==> config.mk <==
export PLATFORM = sky130hd
export DESIGN_NAME = post_norm_addsub
export DESIGN_NICKNAME = d
export VERILOG_FILES = /design/src/rtl/post_norm_addsub.sv
export SDC_FILE = /design/constraint.sdc
export NUM_CORES = 1
export LEC_CHECK = 0
export CORE_UTILIZATION = 58
export DETAILED_ROUTE_END_ITERATION = 16
export GPL_TIMING_DRIVEN = 0
export PLACE_DENSITY = 0.8
export SLEW_MARGIN = 20
export SYNTH_ARGS = -nofsm -noshare
export SYNTH_HDL_FRONTEND = slang
export SYNTH_SLANG_ARGS = --single-unit
==> constraint.sdc <==
create_clock -name clk -period 3.92 [get_ports clk]
set_clock_uncertainty 0.05 [all_clocks]
set_input_delay 0.784 -clock clk [delete_from_list [all_inputs] [get_ports clk]]
set_output_delay 0.784 -clock clk [all_outputs]
set_load 0.005 [all_outputs]
==> src/rtl/post_norm_addsub.sv <==
// Post-normalization for the FP add/sub path: normalize, round, pack IEEE-754 single.
// Three-stage pipeline that stalls as a unit; POST_NORM_FTZ_EN flushes denormal results to zero.
module post_norm_addsub (
    input  logic        clk,
    input  logic        reset,
    input  logic        in_valid,
    output logic        in_ready,
    input  logic [27:0] fract_in,
    input  logic [7:0]  exp_in,
    input  logic        sign_in,
    input  logic        result_zero_sign,
    input  logic        nan_sign,
    input  logic        in_nan,
    input  logic        in_inf,
    input  logic [1:0]  rmode,
    output logic        out_valid,
    input  logic        out_ready,
    output logic [31:0] out,
    output logic        ine,
    output logic        overflow,
    output logic        underflow,
    output logic        zero
);

    typedef struct packed {
        logic       sign;
        logic       zsign;
        logic       nsign;
        logic       nan;
        logic       inf;
        logic       fzero;
        logic [1:0] rmode;
    } side_t;

    logic advance;
    assign in_ready = !out_valid || out_ready;
    assign advance  = in_ready;

    // ---------------- stage 1: normalize control ----------------
    logic [8:0]  e_base, e_lim;
    logic [4:0]  lz;
    logic [26:0] f1_next;
    logic        st1_next;
    logic [8:0]  e1_next;
    logic [4:0]  sh1_next;
    side_t       side1_next;

    always_comb begin
        lz = 5'd27;
        for (int i = 0; i < 27; i++) begin
            if (fract_in[i]) lz = 5'(26 - i);
        end
    end

    always_comb begin
        e_base = (exp_in == 8'd0) ? 9'd1 : {1'b0, exp_in};
        e_lim  = e_base - 9'd1;
        if (fract_in[27]) begin
            f1_next  = fract_in[27:1];
            st1_next = fract_in[0];
            e1_next  = e_base + 9'd1;
            sh1_next = 5'd0;
        end else begin
            f1_next  = fract_in[26:0];
            st1_next = 1'b0;
            e1_next  = e_base;
            // never shift below the minimum exponent: the remainder stays denormal
            sh1_next = ({4'b0, lz} <= e_lim) ? lz : e_lim[4:0];
        end
        side1_next = '{sign: sign_in, zsign: result_zero_sign, nsign: nan_sign,
                       nan: in_nan, inf: in_inf, fzero: (fract_in == 28'd0), rmode: rmode};
    end

    logic        s1_valid_reg;
    logic [26:0] f1_reg;
    logic        st1_reg;
    logic [8:0]  e1_reg;
    logic [4:0]  sh1_reg;
    side_t       side1_reg;

    // ---------------- stage 2: shift and round ----------------
    logic [26:0] fs;
    logic [8:0]  e_sh;
    logic        g, r, st, lsb, grs, inc;
    logic [24:0] mant_r;
    logic [8:0]  exp2_next;
    logic [22:0] frac2_next;

    always_comb begin
        fs   = f1_reg << sh1_reg;
        e_sh = e1_reg - {4'b0, sh1_reg};
        g    = fs[2];
        r    = fs[1];
        st   = fs[0] | st1_reg;
        lsb  = fs[3];
        grs  = g | r | st;
        case (side1_reg.rmode)
            2'd0:    inc = g & (r | st | lsb);
            2'd1:    inc = 1'b0;
            2'd2:    inc = !side1_reg.sign & grs;
            default: inc = side1_reg.sign & grs;
        endcase
        mant_r = {1'b0, fs[26:3]} + {24'd0, inc};
        // a missing hidden bit after rounding means a denormal (field 0); gaining it means exponent 1
        if (mant_r[24]) begin
            exp2_next  = e_sh + 9'd1;
            frac2_next = mant_r[23:1];
        end else begin
            exp2_next  = mant_r[23] ? e_sh : 9'd0;
            frac2_next = mant_r[22:0];
        end
    end

    logic        s2_valid_reg;
    logic [8:0]  exp2_reg;
    logic [22:0] frac2_reg;
    logic        inexact2_reg;
    side_t       side2_reg;

    // ---------------- stage 3: pack and specials ----------------
    logic [31:0] out_next;
    logic        ine_next, ovf_next, unf_next, zero_next;
    logic        away;

    always_comb begin
        out_next  = {side2_reg.sign, exp2_reg[7:0], frac2_reg};
        ine_next  = inexact2_reg;
        ovf_next  = 1'b0;
        unf_next  = (exp2_reg == 9'd0) && inexact2_reg;
        zero_next = 1'b0;
        away      = (side2_reg.rmode == 2'd1) ||
                    (side2_reg.rmode == 2'd2 &&  side2_reg.sign) ||
                    (side2_reg.rmode == 2'd3 && !side2_reg.sign);
        if (side2_reg.nan) begin
            out_next = {side2_reg.nsign, 8'hFF, 23'h400000};
            ine_next = 1'b0;
            unf_next = 1'b0;
        end else if (side2_reg.inf) begin
            out_next = {side2_reg.sign, 8'hFF, 23'h0};
            ine_next = 1'b0;
            unf_next = 1'b0;
        end else if (side2_reg.fzero) begin
            out_next  = {side2_reg.zsign, 31'b0};
            ine_next  = 1'b0;
            unf_next  = 1'b0;
            zero_next = 1'b1;
        end else if (exp2_reg >= 9'd255) begin
            out_next = away ? {side2_reg.sign, 8'hFE, 23'h7FFFFF} : {side2_reg.sign, 8'hFF, 23'h0};
            ine_next = 1'b1;
            ovf_next = 1'b1;
            unf_next = 1'b0;
        end else begin
`ifdef POST_NORM_FTZ_EN
            if (exp2_reg == 9'd0 && frac2_reg != 23'd0) begin
                out_next  = {side2_reg.sign, 31'b0};
                zero_next = 1'b1;
                unf_next  = 1'b1;
                ine_next  = 1'b1;
            end
`endif
        end
    end

    always_ff @(posedge clk or negedge reset) begin
        if (!reset) begin
            s1_valid_reg <= 1'b0;
            f1_reg       <= '0;
            st1_reg      <= 1'b0;
            e1_reg       <= '0;
            sh1_reg      <= '0;
            side1_reg    <= '0;
            s2_valid_reg <= 1'b0;
            exp2_reg     <= '0;
            frac2_reg    <= '0;
            inexact2_reg <= 1'b0;
            side2_reg    <= '0;
            out_valid    <= 1'b0;
            out          <= '0;
            ine          <= 1'b0;
            overflow     <= 1'b0;
            underflow    <= 1'b0;
            zero         <= 1'b0;
        end else if (advance) begin
            s1_valid_reg <= in_valid;
            s2_valid_reg <= s1_valid_reg;
            out_valid    <= s2_valid_reg;
            if (in_valid) begin
                f1_reg    <= f1_next;
                st1_reg   <= st1_next;
                e1_reg    <= e1_next;
                sh1_reg   <= sh1_next;
                side1_reg <= side1_next;
            end
            if (s1_valid_reg) begin
                exp2_reg     <= exp2_next;
                frac2_reg    <= frac2_next;
                inexact2_reg <= grs;
                side2_reg    <= side1_reg;
            end
            if (s2_valid_reg) begin
                out       <= out_next;
                ine       <= ine_next;
                overflow  <= ovf_next;
                underflow <= unf_next;
                zero      <= zero_next;
            end
        end
    end

endmodule

== Word level (Yosys, flattened, before mapping) ==
Index checks and enable logic that the tools add are counted.
Word-level totals
  memories: 0
  output and inout bits: 38
  memory bits (read-only): 0
  bits in latches: 0
  register bits after elaboration: 130
  RAM bits: 0
Operators by class
  reductions and logical operators: 16
  equality and inequality tests: 5
  $add $sub $neg: 5
  multiply operators: 0
  div/mod/pow operators: 0
  $lt $le $gt $ge: 2
  bitwise gates (word level): 8
  muxes and demuxes: 57
  shifts and indexed selects: 1
Operators with widths (number)
  5-bit 2-to-1 mux: 27
  32-bit 2-to-1 mux: 3
  31-bit 2-to-1 mux: 1
  28-bit zero test: 1
  27-bit 2-to-1 mux: 1
  9-bit 2-to-1 mux: 3
  27-bit by 5-bit left shift with 27-bit output: 1
  24-bit by 1-bit adder with 25-bit output: 1
  24-bit 2-to-1 mux: 1
  23-bit 2-to-1 mux: 1
  1-bit 2-to-1 mux: 17
  8-bit by 1-bit adder with 9-bit output, second input constant: 1
  9-bit by 1-bit adder with 9-bit output, second input constant: 1
  9-bit by 8-bit >= comparator with 1-bit output, second input constant: 1
  5-bit by 9-bit <= comparator with 1-bit output: 1
  9-bit zero test: 1
  8-bit by 1-bit subtractor with 9-bit output, second input constant: 1
  9-bit by 5-bit subtractor with 9-bit output: 1
  8-bit zero test: 1
  8-bit 2-to-1 mux: 1
  2-bit == test, second input constant: 3
  2-bit AND reduction: 3
  1-bit OR: 5
  2-bit by 1-bit == test with 1-bit output, second input constant: 2
  7 further kinds: 15

== Logic depth before layout (Yosys ltp) ==
  word-level depth: 30
  gate-level depth with buffers: 22

== Least setup slack after synthesis ==
Ideal clock, no wire load.
  path kind: input port to flip-flop
  start: in exp_in[2]
  end: reg sh1_reg[1]
  stages on the path: 12
  arrival time: 3653 ps
  setup slack: 96 ps
  setup time: 121 ps
  cell sequence: clkbuf_1 > nor4_1 > a21oi_1 > ha_1 > nand2_1 > xor2_1 > ha_1 > a31oi_1 > o21ai_0 > nor3_1 > mux2_2 > a22o_1
Between the ends
  cells in the longest elaborated chain, start to end: 6
RTL lines
  start, declared: line 9  | input logic [7:0] exp_in,
  8-bit zero test: line 56  | e_base = (exp_in == 8'd0) ? 9'd1 : {1'b0, exp_in};
  8-bit 2-to-1 mux *: line 56
  8-bit by 1-bit subtractor with 9-bit output *: line 57  | e_lim = e_base - 9'd1;
  5-bit by 9-bit <= comparator with 1-bit output: line 68  | sh1_next = ({4'b0, lz} <= e_lim) ? lz : e_lim[4:0];
  5-bit 2-to-1 mux *: line 68
  5-bit 2-to-1 mux *: line 58  | if (fract_in[27]) begin
  end signal, assigned: line 191  | sh1_reg <= sh1_next;
  end, declared: line 78  | logic [4:0] sh1_reg;
Mark *: on every way between the ends. The rest lies on a longest branch, timed or not.
A chain may end at the register's enable or synchronous reset.

== Worst setup path after layout ==
  start: reg sh1_reg[0]
  end: reg exp2_reg[7]
Between the ends
  cells in the longest elaborated chain, start to end: 9
  elaborated cells between the ends (all ways): 15
RTL lines
  27-bit by 5-bit left shift with 27-bit output: line 90  | fs = f1_reg << sh1_reg;
  1-bit OR: line 94  | st = fs[0] | st1_reg;
  1-bit OR (2 in series): line 98  | 2'd0: inc = g & (r | st | lsb);
  1-bit bitwise AND: line 98
  1-bit one-hot mux with 3 select lines: line 97  | case (side1_reg.rmode)
  24-bit by 1-bit adder with 25-bit output: line 103  | mant_r = {1'b0, fs[26:3]} + {24'd0, inc};
  9-bit 2-to-1 mux: line 109  | exp2_next = mant_r[23] ? e_sh : 9'd0;
  9-bit 2-to-1 mux *: line 105  | if (mant_r[24]) begin
  end signal, assigned: line 195  | exp2_reg <= exp2_next;
  end, declared: line 115  | logic [8:0] exp2_reg;
Marks and branches as above.

==> flow_metrics.py <==
metrics = {
    "route": {
        "viasPerCell": 6.17,
        "drcViolationCount": 0,
        "drt_iter0_markers": 633,
        "dr_total_vias": 7918,
        "ant_nets": 0,
        "dr.pass1.iters": 5,
        "routedWlPerCell_um": 18.3,
        "routed_wl_um": 23500,
    },
    "synthesis": {
        "synth_top_family_by_area": "simple AND/OR/NAND/NOR gates",
        "synth.avg_cell_area_um2": 9.19,
        "synthMuxAreaShare_pct": 16.0,
        "async_flop_share_pct": 100,
        "yosysSeqAreaShare_pct": 37.2,
        "netlist_area_um2": 8740,
        "synth-simple-area-share_pct": 19.5,
        "synth_edf_count": 0,
        "synthDistinctLibCells": 80,
        "mappedNetlistNets": 1013,
        "synth_compound_area_share_pct": 16.8,
        "synth_xor_area_share_pct": 3.71,
        "netlist_instances": 951,
        "yosys_warnings": 0,
        "synth-adder-area-share_pct": 2.23,
        "synth_ff_type": "dfrtp_1",
        "ys_ff_latch": 130,
    },
    "worst_setup_path": {
        "crit_chain": "buf_12, mux4_2, nor4_2, nor3_2, a21oi_2, nor2_1, a31oi_1, nor2_1, ha_2, o2111ai_2, nor3_2, and4bb_1, buf_4, and2_4, a311o_2, nand3b_1, o311ai_1",
        "crit_path_end_kind": "register",
        "cp_top_family": "simple AND/OR/NAND/NOR gates",
        "cp.required_ns": 4.19,
        "worst-setup-path-type": "reg2reg",
        "cp_max_fo": 7,
        "critical_path_buf_inv_count": 2,
        "start_kind": "register",
        "cp_slowest_cell": "mux4_2",
        "critPathMaxStageDelay_ns": 0.53,
        "arrival_ns": 4.04,
    },
    "floorplan": {
        "start_util_pct": 59.9,
        "rows": 44,
        "dieArea_um2": 15600,
        "die_h_um": 125,
        "core_um2": 14600,
        "pin_count": 85,
        "die_width_um": 125,
    },
    "clock_tree": {
        "cts.sinks": 130,
        "clock-root-buffer": "clkbuf_16",
        "cts_buffer_depth": 2,
        "numCtsBuffers": 17,
        "clkTransAtPathRegs_ns": 0.06,
        "cts_tree": "built",
        "htree_levels": 4,
        "ctsHoldBuffers": 0,
        "insertion_delay_ns": 0.43,
    },
    "grt": {
        "grt_pass1_wl_um": 37900,
        "grt_usage_pct": 30.9,
        "grt_pass1_vias": 7534,
        "grt_antenna_before_repair": 0,
        "grt_max_degree": 102,
        "grt-ovfl-total": 0,
    },
    "timing": {
        "slew_headroom_pct": 37.4,
        "tightest_slew_ns": 0.932,
        "hold_violations": 0,
        "slew_violations": 0,
        "fin_crit_ns": 3.77,
        "fmax_mhz": 265,
        "finalSetupTns_ns": 0,
        "setup_viol": 0,
        "finalCritPeriodShare_pct": 96.2,
        "fin_ws_ns": 0.148,
    },
    "finish": {
        "post-route-util_pct": 75.0,
        "multi_input_area_um2": 5270,
        "final_common_cell": "nand2_1",
        "num_antenna_cells": 0,
        "drive_above_1_share_pct": 15.6,
        "ff_latch_area_um2": 3260,
        "mostFrequentLayoutCells": "nand2_1, dfrtp_1, o21ai_0",
        "fillCellCount": 1025,
        "largest_register_ffs": 32,
        "syn_to_final_growth_pct": 25.3,
        "nets": 1150,
    },
    "place": {
        "gp_congestion": 0.937,
        "portBuffers": 81,
        "place_hpwl_um": 17200,
        "pre_cts_ws_ns": -0.990,
    },
    "run": {
        "cap_violations": 0,
    },
    "power": {
        "power_density_nw_per_um2": 581,
        "peakVddDrop_mv": 0.375,
        "p_leak_nw": 4.68,
    },
    "worst_hold_path": {
        "hold_path_class": "in2async",
    },
    "run_status": {
        "status": "finished clean",
    },
}
==> worst paths after layout <==
kind	depth (start not counted)	slack [ns]	startpoint	to
setup / recovery	17	0.15	sh1_reg[0]	exp2_reg[7]
hold / removal	1	0.16	reset	out[18]
setup reg to reg	17	0.15	sh1_reg[0]	exp2_reg[7]
hold reg to reg	2	0.41	side1_reg[4]	side2_reg[4]
max in group asynchronous	2	2.87	reset	sh1_reg[2]
min in group clk	2	0.41	side1_reg[4]	side2_reg[4]
==> through the flow <==
step | instances | cell area [um^2] | total power [W] | hold slack [ns]
after CTS | 1253 | 10500 | 0.00622 | 0.154
after global placement | 1216 | 9780 | 0.00447 | 0.398
after floorplan | 951 | 8740 | 0.00368 | 0.383
after global routing | 1284 | 10900 | 0.00675 | 0.161
after detailed placement | 1217 | 9810 | 0.00455 | 0.400
final | 1284 | 10900 | 0.00636 | 0.156
==> layout make-up <==
cell class                      count  area share [%]
Inverter                           26           0.960
Tap cell                          184            2.10
Buffer                             54            2.94
Clock inverter                     12            1.42
Clock buffer                       19            4.05
Timing Repair Buffer              121            10.7
Sequential cell                   130            29.7
Multi-Input combinational cell    738            48.1
==> kinds of logic (layout without fill, tap and decap cells) <==
group,after synthesis,after routing
simple gates,362,362
compound gates,226,226
flops,130,130
mux,98,98
buf+inv,83,232
xor+xnor,37,37
fa+ha+maj,15,15
==> what timing repair did <==
action,in CTS,in global routing
resized for setup,22,54
endpoints found under the setup margin,30,37
buffers inserted,6,32
cloned,0,1
pin swaps,7,21
==> synth_stat cells (15+ instances only) <==
cell type  count  area, um^2
clkbuf_1      43         161
o21ai_0       84         420
mux2i_1       47         470
nor2_1        80         300
nand2_1      161         604
mux4_1        15         394
xor2_1        16         140
xnor2_1       21         184
dfrtp_1      130        3250
inv_1         23        86.3
mux2_2        23         259
a21oi_1       32         160
==> metal layers <==
| layer | vias up | share of wire (%) | track usage (%) | wire, um |
|---|---|---|---|---|
| li1 | 3738 | - | - | - |
| met1 | 3796 | 41 | 39.4 | 9730 |
| met2 | 317 | 48 | 50.0 | 11300 |
| met3 | 67 | 5.8 | 5.20 | 1360 |
| met4 | 0 | 4.6 | 17.6 | 1080 |
| met5 | - | 0 | 0 | 0 |
==> power breakdown <==
part / total (W) / internal, W / switching [W]
sequential: 0.00216 / 0.00178 / 0.000383
clock: 0.00162 / 0.00101 / 0.000604
combinational: 0.00258 / 0.00123 / 0.00135
total: 0.00636 / 0.00402 / 0.00234
No activity file was read; power rests on OpenSTA's default activity.
